`src/rtl/wb_rr_arbiter_if.sv`:
```
// Bundle of master-side and slave-side Wishbone signals around the arbiter.
// The slave modport is the arbiter's view; master is the environment's.
interface wb_rr_arbiter_if #(
    parameter int NUM_MASTERS   = 2,
    parameter int WB_DATA_WIDTH = 32,
    parameter int WB_ADDR_WIDTH = 32
);
    logic [NUM_MASTERS-1:0]               m_cyc_i;
    logic [NUM_MASTERS-1:0]               m_stb_i;
    logic [NUM_MASTERS-1:0]               m_we_i;
    logic [4*NUM_MASTERS-1:0]             m_sel_i;
    logic [WB_ADDR_WIDTH*NUM_MASTERS-1:0] m_adr_i;
    logic [WB_DATA_WIDTH*NUM_MASTERS-1:0] m_dat_i;
    logic [WB_DATA_WIDTH-1:0]             m_dat_o;
    logic [NUM_MASTERS-1:0]               m_ack_o;
    logic [NUM_MASTERS-1:0]               m_err_o;
    logic                                 s_cyc_o;
    logic                                 s_stb_o;
    logic                                 s_we_o;
    logic [3:0]                           s_sel_o;
    logic [WB_ADDR_WIDTH-1:0]             s_adr_o;
    logic [WB_DATA_WIDTH-1:0]             s_dat_o;
    logic [WB_DATA_WIDTH-1:0]             s_dat_i;
    logic                                 s_ack_i;
    logic                                 s_err_i;
    logic [NUM_MASTERS-1:0]               grant_o;
    logic                                 timeout_o;

    modport slave (
        input  m_cyc_i, m_stb_i, m_we_i, m_sel_i, m_adr_i, m_dat_i,
        input  s_dat_i, s_ack_i, s_err_i,
        output m_dat_o, m_ack_o, m_err_o,
        output s_cyc_o, s_stb_o, s_we_o, s_sel_o, s_adr_o, s_dat_o,
        output grant_o, timeout_o
    );

    modport master (
        output m_cyc_i, m_stb_i, m_we_i, m_sel_i, m_adr_i, m_dat_i,
        output s_dat_i, s_ack_i, s_err_i,
        input  m_dat_o, m_ack_o, m_err_o,
        input  s_cyc_o, s_stb_o, s_we_o, s_sel_o, s_adr_o, s_dat_o,
        input  grant_o, timeout_o
    );
endinterface

```
`src/rtl/wb_rr_arbiter.sv`:
```
// Round-robin Wishbone classic arbiter: N masters onto one slave port,
// with a stall watchdog that turns a hung slave into an err response.
module wb_rr_arbiter #(
    parameter int NUM_MASTERS    = 2,
    parameter int WB_DATA_WIDTH  = 32,
    parameter int WB_ADDR_WIDTH  = 32,
    parameter int TIMEOUT_CYCLES = 255
) (
    input  logic          wb_clk_i,
    input  logic          wb_rst_n_i,
    wb_rr_arbiter_if.slave bus
);
    localparam int NM = NUM_MASTERS;
    localparam int DW = WB_DATA_WIDTH;
    localparam int AW = WB_ADDR_WIDTH;
    localparam int IW = $clog2(NM);
    localparam int CW = (TIMEOUT_CYCLES > 0) ?
                        $clog2(TIMEOUT_CYCLES + 1) : 1;
    localparam logic [CW-1:0] LIMIT = (TIMEOUT_CYCLES > 0) ?
                                      CW'(TIMEOUT_CYCLES - 1) : '0;
    localparam logic [NM-1:0] ONE = NM'(1);

    typedef enum logic [1:0] {
        ST_IDLE = 2'd0,
        ST_BUSY = 2'd1,
        ST_TMO  = 2'd2
    } state_t;

    state_t        r_state;
    logic [NM-1:0] r_grant;
    logic [IW-1:0] r_last;
    logic [CW-1:0] r_cnt;
    logic          r_timeout;

    logic          w_found;
    logic [IW-1:0] w_nidx;
    logic          w_busy;
    logic          w_tmo;
    logic          w_gcyc;
    logic          w_gstb;
    logic          w_arb;
    logic          w_stall;
    logic [3:0]    w_sel;
    logic [AW-1:0] w_adr;
    logic [DW-1:0] w_dat;

    // Search starts just past the last winner so every requester gets a turn.
    always_comb begin
        w_found = 1'b0;
        w_nidx  = '0;
        for (int i = 1; i <= NM; i++) begin
            if (!w_found && bus.m_cyc_i[(int'(r_last) + i) % NM]) begin
                w_found = 1'b1;
                w_nidx  = IW'((int'(r_last) + i) % NM);
            end
        end
    end

    always_comb begin
        w_sel = '0;
        w_adr = '0;
        w_dat = '0;
        for (int i = 0; i < NM; i++) begin
            if (r_grant[i]) begin
                w_sel = w_sel | bus.m_sel_i[4*i +: 4];
                w_adr = w_adr | bus.m_adr_i[AW*i +: AW];
                w_dat = w_dat | bus.m_dat_i[DW*i +: DW];
            end
        end
    end

    assign w_busy  = (r_state == ST_BUSY);
    assign w_tmo   = (r_state == ST_TMO);
    assign w_gcyc  = |(bus.m_cyc_i & r_grant);
    assign w_gstb  = |(bus.m_stb_i & r_grant);
    assign w_arb   = (r_state == ST_IDLE) || (w_busy && !w_gcyc);
    assign w_stall = bus.s_stb_o && !bus.s_ack_i && !bus.s_err_i;

    assign bus.s_cyc_o   = w_gcyc && w_busy;
    assign bus.s_stb_o   = w_gcyc && w_gstb && w_busy;
    assign bus.s_we_o    = |(bus.m_we_i & r_grant);
    assign bus.s_sel_o   = w_sel;
    assign bus.s_adr_o   = w_adr;
    assign bus.s_dat_o   = w_dat;
    assign bus.m_dat_o   = bus.s_dat_i;
    assign bus.m_ack_o   = (w_busy && bus.s_ack_i) ? r_grant : '0;
    assign bus.m_err_o   = ((w_busy && bus.s_err_i) || w_tmo) ?
                           r_grant : '0;
    assign bus.grant_o   = r_grant;
    assign bus.timeout_o = r_timeout;

    always_ff @(posedge wb_clk_i or negedge wb_rst_n_i) begin
        if (!wb_rst_n_i) begin
            r_state   <= ST_IDLE;
            r_grant   <= '0;
            r_last    <= IW'(NM - 1);
            r_cnt     <= '0;
            r_timeout <= 1'b0;
        end else begin
            r_timeout <= 1'b0;
            if (w_arb) begin
                r_cnt <= '0;
                if (w_found) begin
                    r_grant <= ONE << w_nidx;
                    r_last  <= w_nidx;
                    r_state <= ST_BUSY;
                end else begin
                    r_grant <= '0;
                    r_state <= ST_IDLE;
                end
            end else if (w_tmo) begin
                r_cnt   <= '0;
                r_state <= ST_BUSY;
            end else if (TIMEOUT_CYCLES > 0 && w_stall) begin
                // The stall that completes the budget moves straight to TMO.
                if (r_cnt == LIMIT) begin
                    r_cnt     <= '0;
                    r_timeout <= 1'b1;
                    r_state   <= ST_TMO;
                end else begin
                    r_cnt <= r_cnt + 1'b1;
                end
            end else begin
                r_cnt <= '0;
            end
        end
    end
endmodule

```
`src/flat_wrapper.sv`:
```
// flat-port wrapper written by rule: the top's interface ports become plain ports
module wb_rr_arbiter_flat 
#(
    parameter int NUM_MASTERS    = 2,
    parameter int WB_DATA_WIDTH  = 32,
    parameter int WB_ADDR_WIDTH  = 32,
    parameter int TIMEOUT_CYCLES = 255
)
  (wb_clk_i, wb_rst_n_i, bus_m_cyc_i, bus_m_stb_i, bus_m_we_i, bus_m_sel_i, bus_m_adr_i, bus_m_dat_i, bus_s_dat_i, bus_s_ack_i, bus_s_err_i, bus_m_dat_o, bus_m_ack_o, bus_m_err_o, bus_s_cyc_o, bus_s_stb_o, bus_s_we_o, bus_s_sel_o, bus_s_adr_o, bus_s_dat_o, bus_grant_o, bus_timeout_o);
  wb_rr_arbiter_if #(.NUM_MASTERS(NUM_MASTERS), .WB_DATA_WIDTH(WB_DATA_WIDTH), .WB_ADDR_WIDTH(WB_ADDR_WIDTH)) bus_i ();
  input  logic wb_clk_i;
  input  logic wb_rst_n_i;
  input wire logic [$bits(bus_i.m_cyc_i)-1:0] bus_m_cyc_i;
  input wire logic [$bits(bus_i.m_stb_i)-1:0] bus_m_stb_i;
  input wire logic [$bits(bus_i.m_we_i)-1:0] bus_m_we_i;
  input wire logic [$bits(bus_i.m_sel_i)-1:0] bus_m_sel_i;
  input wire logic [$bits(bus_i.m_adr_i)-1:0] bus_m_adr_i;
  input wire logic [$bits(bus_i.m_dat_i)-1:0] bus_m_dat_i;
  input wire logic [$bits(bus_i.s_dat_i)-1:0] bus_s_dat_i;
  input wire logic [$bits(bus_i.s_ack_i)-1:0] bus_s_ack_i;
  input wire logic [$bits(bus_i.s_err_i)-1:0] bus_s_err_i;
  output wire logic [$bits(bus_i.m_dat_o)-1:0] bus_m_dat_o;
  output wire logic [$bits(bus_i.m_ack_o)-1:0] bus_m_ack_o;
  output wire logic [$bits(bus_i.m_err_o)-1:0] bus_m_err_o;
  output wire logic [$bits(bus_i.s_cyc_o)-1:0] bus_s_cyc_o;
  output wire logic [$bits(bus_i.s_stb_o)-1:0] bus_s_stb_o;
  output wire logic [$bits(bus_i.s_we_o)-1:0] bus_s_we_o;
  output wire logic [$bits(bus_i.s_sel_o)-1:0] bus_s_sel_o;
  output wire logic [$bits(bus_i.s_adr_o)-1:0] bus_s_adr_o;
  output wire logic [$bits(bus_i.s_dat_o)-1:0] bus_s_dat_o;
  output wire logic [$bits(bus_i.grant_o)-1:0] bus_grant_o;
  output wire logic [$bits(bus_i.timeout_o)-1:0] bus_timeout_o;
  assign bus_i.m_cyc_i = bus_m_cyc_i;
  assign bus_i.m_stb_i = bus_m_stb_i;
  assign bus_i.m_we_i = bus_m_we_i;
  assign bus_i.m_sel_i = bus_m_sel_i;
  assign bus_i.m_adr_i = bus_m_adr_i;
  assign bus_i.m_dat_i = bus_m_dat_i;
  assign bus_i.s_dat_i = bus_s_dat_i;
  assign bus_i.s_ack_i = bus_s_ack_i;
  assign bus_i.s_err_i = bus_s_err_i;
  assign bus_m_dat_o = bus_i.m_dat_o;
  assign bus_m_ack_o = bus_i.m_ack_o;
  assign bus_m_err_o = bus_i.m_err_o;
  assign bus_s_cyc_o = bus_i.s_cyc_o;
  assign bus_s_stb_o = bus_i.s_stb_o;
  assign bus_s_we_o = bus_i.s_we_o;
  assign bus_s_sel_o = bus_i.s_sel_o;
  assign bus_s_adr_o = bus_i.s_adr_o;
  assign bus_s_dat_o = bus_i.s_dat_o;
  assign bus_grant_o = bus_i.grant_o;
  assign bus_timeout_o = bus_i.timeout_o;
  wb_rr_arbiter #(.NUM_MASTERS(NUM_MASTERS), .WB_DATA_WIDTH(WB_DATA_WIDTH), .WB_ADDR_WIDTH(WB_ADDR_WIDTH), .TIMEOUT_CYCLES(TIMEOUT_CYCLES)) u_core (.wb_clk_i(wb_clk_i), .wb_rst_n_i(wb_rst_n_i), .bus(bus_i));
endmodule
```
`config.mk`:
```
export PLATFORM = sky130hd
export DESIGN_NAME = wb_rr_arbiter_flat
export DESIGN_NICKNAME = d
export VERILOG_FILES = /design/src/rtl/wb_rr_arbiter_if.sv /design/src/rtl/wb_rr_arbiter.sv /design/src/flat_wrapper.sv
export SDC_FILE = /design/constraint.sdc
export NUM_CORES = 1
export LEC_CHECK = 0
export CORE_AREA = 2 2 110 112
export CTS_CLUSTER_DIAMETER = 40
export DETAILED_ROUTE_END_ITERATION = 10
export DIE_AREA = 0 0 112 114
export HOLD_SLACK_MARGIN = 0.02
export PLACE_DENSITY = 0.58
export SLEW_MARGIN = 40
export SYNTH_ARGS = -nofsm -noshare
export SYNTH_HDL_FRONTEND = slang
export SYNTH_SLANG_ARGS = --single-unit
```
`constraint.sdc`:
```
create_clock -name wb_clk_i -period 2.2 [get_ports wb_clk_i]
set_input_delay 0.33 -clock wb_clk_i [delete_from_list [all_inputs] [get_ports wb_clk_i]]
set_output_delay 0.33 -clock wb_clk_i [all_outputs]
set_load 0.02 [all_outputs]
```
==> impl_metrics.json <==
{
  "slew_viol_final": 0,
  "start_kind": "flip-flop",
  "reg2regPathDepth": 5,
  "swShare_pct": 41.68,
  "pwr-share-seq_pct": 9.7,
  "crit_type": "flip-flop to output pin",
  "antenna_left": 0,
  "critPathRequiredTime_ns": 1.87,
  "avgSynthCellArea_sq_um": 8.712,
  "viasPerCell": 4.349,
  "tritoncts": "built",
  "antenna_found_initial": 0,
  "cts_hold_buf": 0,
  "hp-class": "primary input to async pin",
  "slew_headroom_pct": 57.96,
  "gr-usage-met3_pct": 3.082,
  "grt_pass1_vias": 2369,
  "setup_viol": 0,
  "wirelength_um": 8824,
  "finalHoldViolCount": 0,
  "path_clk_slew_ns": 0.05,
  "port_buffers": 223,
  "syn_nets": 368,
  "fillers": 1217,
  "mostFrequentLayoutCells": "clkdlybuf4s50_1, a22o_1, buf_4",
  "critical_path.max_fanout": 19,
  "syn_area_sq_mm": 0.001638,
  "grt_max_degree": 33,
  "first_pass_iters": 4,
  "clock_power_share_pct": 11.6,
  "io-pin-count": 288,
  "clk_latency_ns": 0.25,
  "pwr-share-comb_pct": 78.7,
  "cpMostUsedCell": "buf_4",
  "layout_commonest_cell": "clkdlybuf4s50_1",
  "place.gp.congestion": 0.7529,
  "peakVddDrop_uv": 342.2,
  "worst_clock_skew_ns": 0.003102,
  "die_area_sq_mm": 0.01277,
  "grt-busiest-layer": "met2",
  "worstMarginPinSlew_ns": 0.6286,
  "seq_area_frac_synth_pct": 21.47,
  "syn_inst": 188,
  "pwr_density_cell_mw_per_mm2": 832.5,
  "diodes": 0,
  "yosysUniqueCellTypes": 31,
  "crit_arrival_ns": 1.81,
  "rsz0062_at_grt": "false",
  "vias": 2292,
  "dp_hpwl_um": 7350,
  "rows": 40,
  "syn2layout_area_growth_pct": 142.2,
  "clockBufferDepth": 2,
  "layout-drive-gt1-share_pct": 7.105,
  "status": "finished clean",
  "finalNetCount": 561,
  "drv_cap": 0,
  "grt_usage_pct": 12.43,
  "use_met1_pct": 15.36,
  "dp.cells": 521,
  "grt_pass1_wl_um": 12850,
  "fin_crit_ns": 2.137,
  "p_sw_mw": 1.376,
  "p_leak_nw": 1.620,
  "crit_chain": "buf_4 > buf_4 > a22o_1 > clkdlybuf4s50_1",
  "finalCritPeriodShare_pct": 97.13,
  "numCtsBuffers": 3,
  "drt_iter0_drc": 99,
  "core_sq_mm": 0.01171,
  "cp-end-kind": "output pin",
  "die_h_um": 114,
  "fp.dieW_um": 112,
  "p_int_mw": 1.926,
  "max_stage_delay_ns": 0.61,
  "start_util_pct": 13.99,
  "setup-tns-final_ns": 0,
  "drcViolationCount": 0,
  "crit_slowest_cell": "clkdlybuf4s50_1",
  "yosys_warnings": 0,
  "htreeDepth": 1,
  "root_buffer": "clkbuf_16",
  "clock_sinks": 14,
  "grt_util_met2_pct": 22.30,
  "fmax_ghz": 0.4680,
  "final_cell_count_no_fill": 527,
  "synth_seq_cells": 14,
  "wl_per_cell_um": 16.74,
  "gr-total-overflow": 0
}
## what timing repair did
| item | 4_1_cts | 5_1_grt |
|---|---|---|
| endpoints found under the hold margin | 0 | 0 |
| resized for setup | 1 | 5 |
| pin swaps | 0 | 0 |
| gates cloned | 0 | 0 |
| setup endpoints to repair | 16 | 5 |
| buffers inserted | 2 | 0 |
## area by class of cell
class,count,area [sq um],share of cell area (%)
inverter,3,11.26,0.2839
timing repair buffer,237,2361,59.53
multi-input combinational,122,967.2,24.38
clock buffer,4,88.84,2.240
sequential,14,354.1,8.927
tap,147,183.9,4.637
## flip-flops by register name (all words and copies together) (netlist names)
register              flops
u_core.r_cnt              8
u_core.bus.timeout_o      1
u_core.bus.grant_o        2
u_core.r_last             1
u_core.r_state            2
## per-stage QoR
stage / hold slack (ns) / util (%) / setup WS, ns / instance area [sq um] / power [mW]
2_1_floorplan: 0.03441 / - / 0.6389 / 1638 / 1.646
3_3_place_gp: 0.4972 / 32.88 / 0.06550 / 3851 / 2.934
3_5_place_dp: 0.5052 / 32.88 / 0.04098 / 3851 / 2.926
4_1_cts: 0.4957 / 33.76 / 0.0009239 / 3954 / 3.345
5_1_grt: 0.5252 / 33.87 / 0.0001739 / 3966 / 3.468
6_report: 0.4766 / 33.87 / 0.06323 / 3966 / 3.302
## synthesized netlist by cell type
cell / n / share of area (%)
a211oi_1: 3 / 1.4
a211oi_2: 1 / 0.76
a21oi_2: 1 / 0.53
a22o_1: 71 / 38
a2bb2oi_1: 1 / 0.53
and2_1: 4 / 1.5
and2b_1: 1 / 0.46
and3_1: 3 / 1.1
buf_1: 6 / 1.4
buf_2: 3 / 0.92
buf_4: 32 / 15
clkbuf_1: 8 / 1.8
dfrtp_1: 13 / 20
dfstp_2: 1 / 1.6
ha_1: 2 / 1.5
inv_1: 3 / 0.69
mux2_2: 1 / 0.69
mux2i_1: 2 / 1.2
nand2_1: 4 / 0.92
nand3_1: 3 / 0.92
nand3_2: 1 / 0.61
nand4_1: 1 / 0.38
nand4_2: 1 / 0.76
nor2_1: 4 / 0.92
nor3_1: 5 / 1.5
o21ai_0: 5 / 1.5
o32a_1: 1 / 0.61
or2_2: 1 / 0.38
or3_1: 3 / 1.1
xnor2_1: 1 / 0.53
xor2_1: 2 / 1.1
## kinds of logic (layout without fill, tap and decap cells)
logic type,Yosys count,count (layout),share of synthesized area [%]
AO/OA/AOI/OAI,83,83,43.32
buffers and inverters,52,244,19.48
AND/OR/NAND/NOR,31,31,10.69
flip-flops,14,14,21.47
XOR/XNOR,3,3,1.605
multiplexers,3,3,1.910
adder cells (fa/ha/maj),2,2,1.528
## per-layer routing
layer | wire length, um | vias up | share of wire [%]
li1 | - | 1083 | -
met1 | 3494 | 1060 | 40
met2 | 4412 | 138 | 50
met3 | 819 | 11 | 9.3
met4 | 97 | 0 | 1.1
met5 | 0 | - | 0
## critical path: cells and delay by family, from the launching register on
kind / cells / cell delay [ns]
compound gates: 1 / 0.20
buf+inv: 3 / 1.00
flops: 1 / 0.35
## worst paths after layout
check	slack [ns]	to	start
setup reg to reg	0.48	u_core.bus.grant_o[1]$_DFFE_PN0N_	u_core.bus.grant_o[1]$_DFFE_PN0N_
hold / removal	0.48	u_core.r_cnt[7]$_DFF_PN0_	wb_rst_n_i
setup / recovery	0.06	bus_s_adr_o[26]	u_core.bus.grant_o[0]$_DFFE_PN0N_
max in group asynchronous	1.28	u_core.bus.grant_o[1]$_DFFE_PN0N_	wb_rst_n_i
min in group wb_clk_i	0.51	u_core.r_cnt[0]$_DFF_PN0_	u_core.r_cnt[0]$_DFF_PN0_
hold reg to reg	0.51	u_core.r_cnt[0]$_DFF_PN0_	u_core.r_cnt[0]$_DFF_PN0_
## power groups by stage
stage / Combinational [mW] / Sequential, mW / Clock, mW
CTS: 2.63 / 0.320 / 0.390
global route: 2.74 / 0.325 / 0.399
detailed placement: 2.57 / 0.354 / 0
finish: 2.60 / 0.319 / 0.383
global placement: 2.58 / 0.356 / 0
floorplan: 1.32 / 0.322 / 0
Note: power is estimated with default switching activity, not from simulation.
